### src/rtl/stagectrl_if.sv
// Stage-controller handshake bundle: per-stage stall/flush requests in,
// register-bank enable/clear controls and multicycle status out.
interface stagectrl_if #(
    parameter int STAGES = 5
);
    logic [STAGES-1:0] StallReq;
    logic [STAGES-1:0] FlushReq;
    logic              MCStart;
    logic [STAGES-1:0] Stall;
    logic [STAGES-1:0] Flush;
    logic              MCBusy;
    logic              MCDone;
    logic [31:0]       StallCycles;

    // master is the hazard-logic side, slave is the controller itself
    modport master (
        output StallReq, FlushReq, MCStart,
        input  Stall, Flush, MCBusy, MCDone, StallCycles
    );

    modport slave (
        input  StallReq, FlushReq, MCStart,
        output Stall, Flush, MCBusy, MCDone, StallCycles
    );
endinterface

### src/rtl/stagectrl.sv
// Pipeline stage controller: merges stall/flush requests, inserts bubbles and
// runs the fixed-latency multicycle FSM. Define STAGECTRL_PERF_EN for the stall counter.
module stagectrl #(
    parameter int STAGES  = 5,
    parameter int MCSTAGE = 2,
    parameter int MCLAT   = 4
) (
    input logic        clk,
    input logic        reset,
    stagectrl_if.slave bus
);

    localparam int CW = $clog2(MCLAT) + 1;

    if (MCLAT < 2) begin : g_bad_mclat
        $error("stagectrl: MCLAT must be at least 2");
    end
    if (MCSTAGE < 0 || MCSTAGE > STAGES - 2) begin : g_bad_mcstage
        $error("stagectrl: MCSTAGE must lie in 0..STAGES-2");
    end

    typedef enum logic [1:0] {
        MC_IDLE,
        MC_BUSY,
        MC_DONE
    } mc_state_e;

    mc_state_e         state_q, state_d;
    logic [CW-1:0]     cnt_q, cnt_d;
    logic              busy_q, busy_d;
    logic              done_q, done_d;

    logic [STAGES-1:0] flush_cover;
    logic [STAGES-1:0] stall_cause;
    logic [STAGES-1:0] stall_prop;
    logic [STAGES-1:0] stall;
    logic [STAGES-1:0] bubble;
    logic [STAGES-1:0] flush;
    logic              mc_stall_active;

    // A flush request at stage i also discards every younger stage below it.
    always_comb begin
        logic acc;
        acc         = 1'b0;
        flush_cover = '0;
        for (int i = STAGES - 1; i >= 0; i--) begin
            acc            = acc | bus.FlushReq[i];
            flush_cover[i] = acc;
        end
    end

    // The start cycle already stalls, so the op occupies R[MCSTAGE] for MCLAT cycles.
    always_comb begin
        mc_stall_active = 1'b0;
        if (state_q == MC_BUSY) begin
            mc_stall_active = 1'b1;
        end else if (state_q == MC_IDLE && bus.MCStart && !flush_cover[MCSTAGE]) begin
            mc_stall_active = 1'b1;
        end
    end

    always_comb begin
        logic acc;
        acc         = 1'b0;
        stall_cause = bus.StallReq;
        stall_cause[MCSTAGE] = bus.StallReq[MCSTAGE] | mc_stall_active;
        stall_prop  = '0;
        for (int i = STAGES - 1; i >= 0; i--) begin
            acc           = acc | stall_cause[i];
            stall_prop[i] = acc;
        end
    end

    // Flush wins over stall; a held stage feeds a bubble to the register after it.
    always_comb begin
        stall  = stall_prop & ~flush_cover;
        bubble = '0;
        for (int i = 1; i < STAGES; i++) begin
            bubble[i] = stall[i-1] & ~stall[i];
        end
        flush = flush_cover | bubble;
    end

    always_comb begin
        state_d = state_q;
        cnt_d   = cnt_q;
        unique case (state_q)
            MC_IDLE: begin
                if (bus.MCStart && !flush_cover[MCSTAGE]) begin
                    state_d = MC_BUSY;
                    cnt_d   = CW'(MCLAT - 1);
                end
            end
            MC_BUSY: begin
                if (flush_cover[MCSTAGE]) begin
                    state_d = MC_IDLE;
                    cnt_d   = '0;
                end else if (cnt_q <= CW'(1)) begin
                    state_d = MC_DONE;
                    cnt_d   = '0;
                end else begin
                    cnt_d   = cnt_q - CW'(1);
                end
            end
            MC_DONE: begin
                if (flush_cover[MCSTAGE] || !stall[MCSTAGE]) begin
                    state_d = MC_IDLE;
                end
            end
            default: begin
                state_d = MC_IDLE;
                cnt_d   = '0;
            end
        endcase
        busy_d = (state_d == MC_BUSY);
        done_d = (state_d == MC_DONE);
    end

    always_ff @(posedge clk) begin
        if (reset) begin
            state_q <= MC_IDLE;
            cnt_q   <= '0;
            busy_q  <= 1'b0;
            done_q  <= 1'b0;
        end else begin
            state_q <= state_d;
            cnt_q   <= cnt_d;
            busy_q  <= busy_d;
            done_q  <= done_d;
        end
    end

`ifdef STAGECTRL_PERF_EN
    logic [31:0] stall_cycles_q, stall_cycles_d;

    // Saturating count of cycles in which fetch was held.
    always_comb begin
        stall_cycles_d = stall_cycles_q;
        if (stall[0] && stall_cycles_q != 32'hFFFF_FFFF) begin
            stall_cycles_d = stall_cycles_q + 32'd1;
        end
    end

    always_ff @(posedge clk) begin
        if (reset) begin
            stall_cycles_q <= '0;
        end else begin
            stall_cycles_q <= stall_cycles_d;
        end
    end

    assign bus.StallCycles = stall_cycles_q;
`else
    assign bus.StallCycles = 32'd0;
`endif

    assign bus.Stall  = stall;
    assign bus.Flush  = flush;
    assign bus.MCBusy = busy_q;
    assign bus.MCDone = done_q;

endmodule

### src/flat_wrapper.sv
// flat-port wrapper written by rule: the top's interface ports become plain ports
module stagectrl_flat 
#(
    parameter int STAGES  = 5,
    parameter int MCSTAGE = 2,
    parameter int MCLAT   = 4
)
  (clk, reset, bus_StallReq, bus_FlushReq, bus_MCStart, bus_Stall, bus_Flush, bus_MCBusy, bus_MCDone, bus_StallCycles);
  stagectrl_if #(.STAGES(STAGES)) bus_i ();
  input logic clk;
  input logic reset;
  input wire logic [$bits(bus_i.StallReq)-1:0] bus_StallReq;
  input wire logic [$bits(bus_i.FlushReq)-1:0] bus_FlushReq;
  input wire logic [$bits(bus_i.MCStart)-1:0] bus_MCStart;
  output wire logic [$bits(bus_i.Stall)-1:0] bus_Stall;
  output wire logic [$bits(bus_i.Flush)-1:0] bus_Flush;
  output wire logic [$bits(bus_i.MCBusy)-1:0] bus_MCBusy;
  output wire logic [$bits(bus_i.MCDone)-1:0] bus_MCDone;
  output wire logic [$bits(bus_i.StallCycles)-1:0] bus_StallCycles;
  assign bus_i.StallReq = bus_StallReq;
  assign bus_i.FlushReq = bus_FlushReq;
  assign bus_i.MCStart = bus_MCStart;
  assign bus_Stall = bus_i.Stall;
  assign bus_Flush = bus_i.Flush;
  assign bus_MCBusy = bus_i.MCBusy;
  assign bus_MCDone = bus_i.MCDone;
  assign bus_StallCycles = bus_i.StallCycles;
  stagectrl #(.STAGES(STAGES), .MCSTAGE(MCSTAGE), .MCLAT(MCLAT)) u_core (.clk(clk), .reset(reset), .bus(bus_i));
endmodule
### config.mk
export PLATFORM = sky130hd
export DESIGN_NAME = stagectrl_flat
export DESIGN_NICKNAME = d
export VERILOG_FILES = /design/src/rtl/stagectrl_if.sv /design/src/rtl/stagectrl.sv /design/src/flat_wrapper.sv
export SDC_FILE = /design/constraint.sdc
export NUM_CORES = 1
export LEC_CHECK = 0
export BUFFER_PORTS_ARGS = -buffer_cell sky130_fd_sc_hd__buf_2
export CAP_MARGIN = 0
export CELL_PAD_IN_SITES_DETAIL_PLACEMENT = 1
export CELL_PAD_IN_SITES_GLOBAL_PLACEMENT = 1
export CORE_MARGIN = 4
export CORE_UTILIZATION = 26
export DETAILED_ROUTE_END_ITERATION = 12
export GPL_TIMING_DRIVEN = 0
export PLACE_DENSITY = 0.89
export SETUP_SLACK_MARGIN = 0.3
export SLEW_MARGIN = 0
export SYNTH_ARGS = -nofsm -noshare
export SYNTH_HDL_FRONTEND = slang
export SYNTH_SLANG_ARGS = --single-unit
### constraint.sdc
create_clock -name clk -period 3.2 [get_ports clk]
set_input_delay 0.96 -clock clk [delete_from_list [all_inputs] [get_ports clk]]
set_output_delay 0.96 -clock clk [all_outputs]
set_load 0.05 [all_outputs]
==> impl_metrics.toml <==
[power]
p_total_uw = 395
irDropWorstVdd_v = 0.000157
leakagePower_nw = 0.670
power_density_nw_per_um2 = 288

[global_route]
overflow = 0
antenna_found_initial = 1
grtUsageTotal = 0.139
grt_pass1_wl_mm = 3.93
grt_max_degree = 11
grt_pass1_vias = 847

[critical_path]
critPathMaxFanout = 4
endpoint_kind = "primary output"
setup.worst_path.class = "input port to primary output"
cp-start-kind = "input port"
arrival_ns = 2.34
required_ns = 2.24

[routing]
drtIter0Drc = 24
num_vias = 867
wire_per_inst_um = 16.1
first_pass_iters = 4
drc = 0
routed_wl_mm = 3.18
viasPerCell = 4.38
postRouteAntennaNets = 0

[synth]
synth_mux_area_frac = 0
synth_edf_count = 0
synth-warning-count = 0
ys_seq_area_frac = 0.185
synth_top_cell_by_area = "buf_4"
synth_common_cells = "buf_4, dfxtp_1, inv_1, nor2_1, nor3_1"
synth_xor_area_frac = 0
synth.avg_cell_area_sq_um = 8.05
yosysUniqueCellTypes = 34
synthCells = 94
synth.most_common_cell = "buf_4"
synth_top_family_by_area = "buffers and inverters"
synthesis.area_sq_um = 757
synthSimpleGateAreaFrac = 0.182
synth-compound-area-share = 0.228
ys_top_cells_by_area = "buf_4, dfxtp_1, ha_1"
ys_seq_elements = 7
yosysTopAreaCellShare = 0.317
ys_async_sr_fraction = 0
synth_fa_ha_area_frac = 0.0331
synth_ff_type = "dfxtp_1"

[die]
rows = 19
dieArea_sq_um = 3840
die_h_um = 62.0
core_area_sq_um = 2760
die_w_um = 62.0
start_util = 0.275
io_pins = 57

[timing]
fin_crit_sh = 1.03
finalHoldViolations = 0
setup_slack_ns = -0.101
period_needed_ns = 3.30
setup_viol = 6
slew_violations = 0
worst_slew_pin_slew_ns = 0.656
rsz0062_at_grt = "yes"
slew_headroom = 0.551
timing.fmax_mhz = 303
fin_tns_setup_ns = -0.406
clock_skew_ns = 0.00132

[cts]
insertion_delay_ns = 0.27
cts_tree = "built"
clockBufferDepth = 2
clk_pin_slew_worst_paths_ns = 0.06
root_buffer = "clkbuf_4"
cts_max_level = 1
clock-sinks = 7
numCtsBuffers = 3

[outcome]
violations = "setup timing"
status = "finished with violations"

[place]
placed_area_sq_um = 1080
gp_congestion = 0.702
place_ws_ns = -0.368
io_buffers = 24
hpwl_mm = 1.82

[flow_run]
cap_viol_max_count = 0

[cells_and_area]
layout.nets = 182
stdcell_area_sq_um = 1370
drive_above_1_share = 0.530
seq_area_sq_um = 140
fill_cells = 327
area_delta_synth_final_pct = 81.3
multi_input_area_sq_um = 566

[hold_path]
hold_path_class = "register to register"
## logic make-up after synthesis
| logic type | Yosys count |
|---|---|
| adders and majority gates | 2 |
| and+or+nand+nor | 24 |
| DFF | 7 |
| AOI/OAI and AO/OA | 20 |
| other | 1 |
| buffers and inverters | 40 |
## layout make-up
type | count | area share
repair buffers | 37 | 0.233
diodes | 1 | 0.00182
multi-input cells | 78 | 0.412
inverters | 6 | 0.0164
clock buffers | 3 | 0.0164
well taps | 31 | 0.0283
flip-flops and latches | 7 | 0.102
clock inverters | 1 | 0.00365
plain buffers | 34 | 0.186
## worst max-delay path: stages
cell      delay (ns)
buf_6           0.10
nor3_4          0.35
o311ai_4        0.19
buf_6           0.17
o41ai_4         0.37
buf_6           0.21
## power breakdown
part / internal, mW / switching [mW] / total, mW
registers: 0.0888 / 0.00132 / 0.0901
logic: 0.0693 / 0.148 / 0.217
clock network: 0.0461 / 0.0410 / 0.0871
total: 0.204 / 0.190 / 0.395
## registers in the layout, summed over array words and instances, names as in the netlist
| signal | flops |
|---|---|
| u_core.state_q | 2 |
| u_core.bus.MCDone | 1 |
| u_core.cnt_q | 3 |
| u_core.bus.MCBusy | 1 |
## metal layers
layer	up-vias	wire length, um	track usage
met1	412	1020	0.147
met4	0	73	0.0636
met5	-	0	0
li1	411	-	-
met2	38	1880	0.256
met3	6	204	0.0310
## stage by stage
stage               utilization  std cells  hold WS [ns]
finish                    0.498        198         0.577
global route              0.498        198         0.624
CTS                       0.450        189         0.578
detailed placement        0.393        180         0.571
global placement          0.393        180         0.534
floorplan                     -        125         0.506
## timing repair
item	CTS	global route
buffers inserted	5	8
pin swaps	5	5
setup endpoints to repair	7	7
hold buffers	0	0
resized for setup	23	17
## cell usage in the layout, fill, tap and decap left out, types with 4 or more instances in the layout
master,synthesis,routed
dfxtp_1,7,7
buf_8,0,4
buf_6,1,9
nor2_1,6,5
conb_1,1,32
buf_4,32,44
inv_1,6,6
buf_2,0,12
## final timing paths
path | slack (ns) | cells past startpoint | from | endpoint
worst min register to register | 0.58 | 2 | u_core.cnt_q[1] | u_core.cnt_q[1]
worst min-delay path | 0.58 | 2 | u_core.cnt_q[1] | u_core.cnt_q[1]
worst max-delay path | -0.10 | 6 | bus_StallReq[2] | bus_Flush[1]
worst max register to register | 1.42 | 5 | u_core.cnt_q[1] | u_core.state_q[0]
(Power assumes the default switching activity.)
